==> src/rtl/freq_meter_pkg.sv <==
// freq_meter_pkg: shared FSM encoding, divider rate-select codes and the
// count thresholds used to recommend a select code for a measured frequency.
package freq_meter_pkg;

    typedef enum logic [1:0] {
        IDLE = 2'd0,
        GATE = 2'd1,
        DONE = 2'd2
    } fm_state_t;

    // Divider rate-select codes, named by the sample rate they produce (Hz)
    localparam logic [3:0] SEL_100  = 4'd0;
    localparam logic [3:0] SEL_500  = 4'd1;
    localparam logic [3:0] SEL_1K   = 4'd2;
    localparam logic [3:0] SEL_5K   = 4'd3;
    localparam logic [3:0] SEL_10K  = 4'd4;
    localparam logic [3:0] SEL_50K  = 4'd5;
    localparam logic [3:0] SEL_100K = 4'd6;
    localparam logic [3:0] SEL_200K = 4'd7;
    localparam logic [3:0] SEL_500K = 4'd8;
    localparam logic [3:0] SEL_1M   = 4'd9;
    localparam logic [3:0] SEL_2M   = 4'd10;
    localparam logic [3:0] SEL_5M   = 4'd11;
    localparam logic [3:0] SEL_10M  = 4'd12;
    localparam logic [3:0] SEL_25M  = 4'd13;
    localparam logic [3:0] SEL_MAX  = 4'd14;

    localparam int SEL_N_THRESH = 14;

    // Largest count that code i can still sample at 10x or better
    localparam logic [31:0] SEL_THRESH [SEL_N_THRESH] = '{
        32'd10,     32'd50,     32'd100,     32'd500,
        32'd1000,   32'd5000,   32'd10000,   32'd20000,
        32'd50000,  32'd100000, 32'd200000,  32'd500000,
        32'd1000000, 32'd2500000
    };

    // Smallest select code whose threshold covers the count; a saturated
    // window cannot be trusted, so it always asks for the fastest rate.
    function automatic logic [3:0] sel_map(input logic [31:0] count,
                                           input logic        ovf);
        logic [3:0] code;
        code = SEL_MAX;
        for (int i = SEL_N_THRESH - 1; i >= 0; i--) begin
            if (count <= SEL_THRESH[i]) code = 4'(i);
        end
        if (ovf) code = SEL_MAX;
        return code;
    endfunction

endpackage

==> src/rtl/freq_meter_sync_edge.sv <==
// sig_sync_edge: brings the asynchronous measured signal into the clk_50M
// domain and produces a one-cycle pulse per rising edge.
module sig_sync_edge (
    input  logic clk_50M,
    input  logic rst,
    input  logic sig_in,
    output logic rise
);

    logic sync_p0;
    logic sync_p1;
    logic dly_p2;

    // Two-flop synchronizer followed by one delay flop for edge detection
    always_ff @(posedge clk_50M) begin
        if (rst) begin
            sync_p0 <= 1'b0;
            sync_p1 <= 1'b0;
            dly_p2  <= 1'b0;
        end else begin
            sync_p0 <= sig_in;
            sync_p1 <= sync_p0;
            dly_p2  <= sync_p1;
        end
    end

    assign rise = sync_p1 & ~dly_p2;

endmodule

==> src/rtl/freq_meter.sv <==
// freq_meter: gated-window frequency counter. Counts rising edges of sig_in
// over GATE_CYCLES clocks, publishes the count, an overflow flag and a
// recommended divider select code once per completed window.
module freq_meter
    import freq_meter_pkg::*;
#(
    parameter int GATE_CYCLES = 50_000_000,
    parameter int CNT_W       = 27
) (
    input  logic             clk_50M,
    input  logic             rst,
    input  logic             sig_in,
    input  logic             en,
    output logic [CNT_W-1:0] freq,
    output logic             freq_valid,
    output logic             overflow,
    output logic [3:0]       sel_rec,
    output logic             busy
);

    localparam int                GATE_W    = $clog2(GATE_CYCLES);
    localparam logic [GATE_W-1:0] GATE_LAST = GATE_W'(GATE_CYCLES - 1);
    localparam logic [CNT_W-1:0]  CNT_MAX   = '1;

    fm_state_t         state;
    logic [GATE_W-1:0] gate_cnt;
    logic [CNT_W-1:0]  edge_cnt;
    logic              ovf_flag;
    logic              rise;

    // Edge counter sticks at full scale instead of wrapping
    function automatic logic [CNT_W-1:0] sat_inc(input logic [CNT_W-1:0] cnt);
        return (cnt == CNT_MAX) ? cnt : cnt + 1'b1;
    endfunction

    sig_sync_edge u_sync (
        .clk_50M (clk_50M),
        .rst     (rst),
        .sig_in  (sig_in),
        .rise    (rise)
    );

    // Window FSM: IDLE waits for en, GATE counts edges, DONE publishes results
    always_ff @(posedge clk_50M) begin
        if (rst) begin
            state      <= IDLE;
            gate_cnt   <= '0;
            edge_cnt   <= '0;
            ovf_flag   <= 1'b0;
            freq       <= '0;
            freq_valid <= 1'b0;
            overflow   <= 1'b0;
            sel_rec    <= SEL_100;
            busy       <= 1'b0;
        end else begin
            freq_valid <= 1'b0;
            case (state)
                IDLE: begin
                    if (en) begin
                        gate_cnt <= '0;
                        edge_cnt <= '0;
                        ovf_flag <= 1'b0;
                        state    <= GATE;
                        busy     <= 1'b1;
                    end
                end
                GATE: begin
                    if (!en) begin
                        // Truncated window: drop it, published outputs untouched
                        state <= IDLE;
                        busy  <= 1'b0;
                    end else begin
                        gate_cnt <= gate_cnt + 1'b1;
                        if (rise) begin
                            if (edge_cnt == CNT_MAX) ovf_flag <= 1'b1;
                            edge_cnt <= sat_inc(edge_cnt);
                        end
                        if (gate_cnt == GATE_LAST) state <= DONE;
                    end
                end
                DONE: begin
                    // One dead cycle: edges here are not counted
                    freq       <= edge_cnt;
                    overflow   <= ovf_flag;
                    sel_rec    <= sel_map(32'(edge_cnt), ovf_flag);
                    freq_valid <= 1'b1;
                    gate_cnt   <= '0;
                    edge_cnt   <= '0;
                    ovf_flag   <= 1'b0;
                    if (en) begin
                        state <= GATE;
                    end else begin
                        state <= IDLE;
                        busy  <= 1'b0;
                    end
                end
                default: begin
                    state <= IDLE;
                    busy  <= 1'b0;
                end
            endcase
        end
    end

endmodule

==> config.mk <==
export PLATFORM = sky130hd
export DESIGN_NAME = freq_meter
export DESIGN_NICKNAME = d
export VERILOG_FILES = /design/src/rtl/freq_meter_pkg.sv /design/src/rtl/freq_meter_sync_edge.sv /design/src/rtl/freq_meter.sv
export SDC_FILE = /design/constraint.sdc
export NUM_CORES = 1
export LEC_CHECK = 0
export CORE_UTILIZATION = 40
export CTS_CLUSTER_DIAMETER = 60
export DETAILED_ROUTE_END_ITERATION = 8
export PLACE_DENSITY = 0.58
export RECOVER_POWER = 50
export SYNTH_ARGS = -nofsm -noshare
export SYNTH_HDL_FRONTEND = slang
export SYNTH_HIERARCHICAL = 1
export SYNTH_SLANG_ARGS = --single-unit
==> constraint.sdc <==
create_clock -name clk_50M -period 3.8 [get_ports clk_50M]
set_input_delay 0.57 -clock clk_50M [delete_from_list [all_inputs] [get_ports clk_50M]]
set_output_delay 0.57 -clock clk_50M [all_outputs]
set_load 0.02 [all_outputs]
== After elaboration in Yosys (flattened, before gate mapping) ==
Index checks and enable logic that the tools add are counted.
Storage, ports and cells
  register bits: 93
  bits in latches: 0
  memory bits (writable): 0
  bits in read-only memories: 0
  input bits: 4
  output and inout bits: 34
  logic and storage cells: 86
  memories: 0
Operators by class
  add/subtract/negate cells: 2
  multiply operators: 0
  div/mod/pow operators: 0
  magnitude comparators: 14
  eq/ne operators: 11
  shifts and indexed selects: 0
  multiplexer cells: 37
  bitwise logic cells: 2
  reductions and logical operators: 8
Operators with widths (count)
  two-way mux 27 bit: 4
  one-hot mux 27 bit (3 select lines): 1
  one-hot mux 26 bit (3 select lines): 1
  two-way mux 4 bit: 14
  two-way mux 26 bit: 2
  adder 27 x 1 -> 27 bit (second input constant): 1
  equality test 27 bit (second input constant): 1
  less-or-equal comparator 27 x 10 -> 1 bit (second input constant): 1
  less-or-equal comparator 27 x 13 -> 1 bit (second input constant): 1
  less-or-equal comparator 27 x 14 -> 1 bit (second input constant): 1
  less-or-equal comparator 27 x 15 -> 1 bit (second input constant): 1
  less-or-equal comparator 27 x 16 -> 1 bit (second input constant): 1
  less-or-equal comparator 27 x 17 -> 1 bit (second input constant): 1
  less-or-equal comparator 27 x 18 -> 1 bit (second input constant): 1
  less-or-equal comparator 27 x 19 -> 1 bit (second input constant): 1
  less-or-equal comparator 27 x 20 -> 1 bit (second input constant): 1
  less-or-equal comparator 27 x 22 -> 1 bit (second input constant): 1
  less-or-equal comparator 27 x 4 -> 1 bit (second input constant): 1
  less-or-equal comparator 27 x 6 -> 1 bit (second input constant): 1
  less-or-equal comparator 27 x 7 -> 1 bit (second input constant): 1
  less-or-equal comparator 27 x 9 -> 1 bit (second input constant): 1
  adder 26 x 1 -> 26 bit (second input constant): 1
  equality test 26 bit (second input constant): 1
  != test 2 bit (second input constant): 6
  other kinds (16): 28

== Longest topological paths before layout ==
  word-level depth: 16
  depth in mapped cells: 11
  mapped depth without buffers: 9

== Cells and area by module ==
Netlist, hierarchy kept.
Modules (own cells, without submodules)
  freq_meter: times used 1, cells an instance 590, area an instance 4753.3 µm², sequential area each 1801.7 µm²
  sig_sync_edge: times used 1, cells an instance 7, area an instance 87.6 µm², sequential area each 60.1 µm²

== Worst setup path after synthesis ==
OpenSTA, ideal clock, no wires.
  path type: register -> register
  from: reg state[0]
  to: reg edge_cnt[6]
  setup time: 0.128 ns
  arrival time: 2.337 ns
  required time: 3.672 ns
  setup slack: 1.336 ns
  stages on the path, launching flop included: 12
  buffers on the path: 2
  clock period less this slack: 2.464 ns
  path through: dfxtp_1 inv_1 ha_1 clkbuf_1 or3b_4 a21bo_1 a31oi_4 or2_1 buf_4 or3b_1 xor2_1 nor2_1
On the way
  word-level cells in the longest chain between the ends: 3
  elaborated cells between the ends (all ways): 10
  classes of those cells: 6 x eq/ne; 1 x mux; 3 x reduce/logical
RTL lines
  start, declared: line freq_meter.sv:25  | fm_state_t state;
  start signal, assigned: line freq_meter.sv:46  | state <= IDLE;
  start signal, assigned: line freq_meter.sv:63  | state <= GATE;
  start signal, assigned: line freq_meter.sv:70  | state <= IDLE;
  equality test 2 x 1 -> 1 bit (tied with other cells): line freq_meter.sv:57  | case (state)
  != test 2 bit (no source line) / nonzero test 3 bit (equally long branches)
  AND reduction 5 bit (no source line)
  end signal, assigned: line freq_meter.sv:76  | edge_cnt <= sat_inc(edge_cnt);
  end, declared: line freq_meter.sv:27  | logic [CNT_W-1:0] edge_cnt;
Several ways; a longest one is shown, not always the timed one.
A chain may end at the register's enable or synchronous reset.

==> flow_metrics.env <==
export IMPL_status="complete, but fails checks"
export IMPL_violations="DRC, capacitance limit, slew limit"
export IMPL_core_region_area_um2=11600
export IMPL_cp_arrival_ns=3.33
export IMPL_rsz0062_at_grt="no"
export IMPL_cts_hold_fix_buffers=0
export IMPL_synth_common_cells="118 x nor2_1, 93 x dfxtp_1, 42 x nand2_1"
export IMPL_start_util_pct=41.7
export IMPL_track_usage_pct=20.9
export IMPL_cpPeakStageDelay_ns=1.48
export IMPL_cts_tree="built"
export IMPL_antenna_found_initial=0
export IMPL_syn_inst=597
export IMPL_hp_start="u_sync/sync_p0$_SDFF_PP0_"
export IMPL_cp_slowest_cell="clkbuf_1"
export IMPL_cts_buffer_depth=2
export IMPL_crit_type="input pin to flop"
export IMPL_die_h_um=112
export IMPL_place_gp_congestion=0.970
export IMPL_dp_cells=742
export IMPL_async_reset_ff_share_pct=0
export IMPL_ys_top_cells_by_area="dfxtp_1 38%, nor2_1 9.1%, mux2i_1 5.8%, xnor2_1 4.0%, xor2_1 3.8%"
export IMPL_min_delay_path_class="flop to flop"
export IMPL_clk_pin_slew_ns=0.07
export IMPL_vias=4222
export IMPL_setup_viol=0
export IMPL_drv_slew=45
export IMPL_viasPerCell=5.58
export IMPL_clockRootBuffer="clkbuf_16"
export IMPL_startpoint="rst"
export IMPL_rows=39
export IMPL_fin_util_pct=47.9
export IMPL_worstSkewPairLatency_ns=0.35
export IMPL_layout_drive_gt1_share_pct=6.19
export IMPL_tightestPinTransition_ns=2.04
export IMPL_critPathLaunchType="input pin"
export IMPL_fin_worst_skew_ns=0.00962
export IMPL_fin_cells=757
export IMPL_drtPass1Iterations=8
export IMPL_ys_flop_type="dfxtp_1"
export IMPL_drc=1
export IMPL_yosysSeqAreaShare_pct=38.5
export IMPL_r2r_start="edge_cnt[13]$_SDFFE_PP0P_"
export IMPL_finalCritPeriodShare_pct=81.7
export IMPL_dieArea_um2=12500
export IMPL_syn_nets=608
export IMPL_wl_per_cell_um=16.2
export IMPL_route_antenna_remaining_nets=0
export IMPL_hpwl_um=8740
export IMPL_cts_resized=0
export IMPL_yosys_warnings=6
export IMPL_relSlewSlack_pct=-35.9
export IMPL_die_w_um=112
export IMPL_crit_chain="dlygate4sd3_1, clkbuf_1, nor3b_1, inv_1, nand2_1, o32ai_1, a31oi_1"
export IMPL_yosysTopAreaCell="dfxtp_1"
export IMPL_synth_top_area_share_pct=38.5
export IMPL_cts_setup_buffers=0
export IMPL_cap_violations=1
export IMPL_leakage_nw=1.98
export IMPL_ys_types=66
export IMPL_grt_start_max_net_pins=45
export IMPL_crit_fanout=44
export IMPL_ys_ff_latch=93
export IMPL_syn_area_per_cell_um2=8.11
export IMPL_area_delta_synth_final_pct=15.0
export IMPL_synth_edf_count=0
export IMPL_yosysMostFrequentCell="nor2_1"
export IMPL_finalHoldViolCount=0
export IMPL_powerDensity_nw_per_um2=357
export IMPL_nNetsFinal=621
export IMPL_vdd_ir_drop_worst_mv=0.212
export IMPL_portBuffers=37
export IMPL_fmax_mhz=322
export IMPL_antenna_cells=0
export IMPL_clock_sinks=93
export IMPL_fin_tns_setup_ns=0
export IMPL_min_period_ns=3.10
export IMPL_overflow=0
export IMPL_htree_levels=3
export IMPL_grt_pass1_vias=4165
export IMPL_numCtsBuffers=9
export IMPL_crit_required_ns=4.03
export IMPL_synthesis_area_um2=4840
export IMPL_io_pins=38
export IMPL_end_kind="flop"
export IMPL_drt_initial_drc_count=286
export IMPL_grt_pass1_wl_um=20700
export IMPL_drt_wl_total_um=12300
per-layer routing:
metal / global-route usage [%] / up-vias / routed length (um)
met4: 10.5 / 0 / 338
met2: 31.1 / 100 / 5230
met3: 5.13 / 25 / 596
met5: 0 / - / 0
li1: - / 2112 / -
met1: 28.4 / 1985 / 6100
power breakdown:
group / switching, mW / internal (mW)
registers: 0.00415 / 0.981
clock network: 0.389 / 0.512
logic: 0.0678 / 0.0329
total: 0.461 / 1.53
cell families (layout without fill, tap and decap cells):
| logic type | count (synthesis) | in the layout | synth area share (%) |
|---|---|---|---|
| adders and majority gates | 7 | 7 | 1.81 |
| and+or+nand+nor | 285 | 285 | 29.5 |
| DFF | 93 | 93 | 38.5 |
| xor gates and xnor gates | 43 | 43 | 7.78 |
| muxes | 28 | 28 | 5.79 |
| AOI/OAI and AO/OA | 83 | 83 | 12.0 |
| buffers and inverters | 58 | 75 | 4.65 |
worst max-delay path: cells and delay by family:
kind / cells / cell delay [ns]
AO/OA/AOI/OAI: 2 / 0.32
AND/OR/NAND/NOR: 2 / 0.21
buffers and inverters: 3 / 2.21
metrics by stage:
step	area (um^2)	setup WS (ns)	hold slack (ns)	power [mW]
6_report	5570	0.696	0.441	1.99
5_1_grt	5570	0.435	0.460	2.06
4_1_cts	5570	0.855	0.446	2.01
3_3_place_gp	5270	0.778	0.417	1.11
3_5_place_dp	5270	0.697	0.430	1.11
2_1_floorplan	4840	1.34	0.414	1.08
flip-flops by register name, indices dropped and copies added (netlist names):
register	cells
freq	27
sel_rec	4
u_sync/sync_p1	1
overflow	1
gate_cnt	26
state	2
edge_cnt	27
u_sync/sync_p0	1
ovf_flag	1
busy	1
u_sync/dly_p2	1
freq_valid	1
placed cells by master, fill, tap and decap left out, drive strengths merged, types with 4 or more instances in the layout:
cell / count
nor4: 12
or4: 4
inv: 20
or3: 5
clkdlybuf4s50: 6
a31oi: 10
buf: 4
and3: 13
nand2b: 5
nor3: 13
nand3: 21
nor4b: 5
a21oi: 17
nand4: 17
ha: 7
nor2b: 7
xnor2: 22
clkbuf: 10
o21ai: 15
or2: 7
xor2: 21
nand2: 42
nor2: 118
a211oi: 5
dlygate4sd3: 31
mux2i: 28
dfxtp: 93
path summary, 6_finish.rpt:
| path | to | slack (ns) | cells past startpoint |
|---|---|---|---|
| worst max-delay path | sel_rec[0]$_SDFFE_PP0P_ | 0.70 | 7 |
| worst min-delay path | u_sync/sync_p1$_SDFF_PP0_ | 0.44 | 1 |
| worst min register to register | u_sync/sync_p1$_SDFF_PP0_ | 0.44 | 1 |
| worst max register to register | edge_cnt[21]$_SDFFE_PP0P_ | 0.81 | 7 |
final cells by class:
class	instances	area, um^2
fill	1138	6050
multi-input combinational	446	2760
sequential	93	1860
timing repair buffer	42	404
clock buffer	9	225
tap	143	179
clock inverter	6	71.3
inverter	18	67.6
Note: power is estimated with default switching activity, not from simulation.
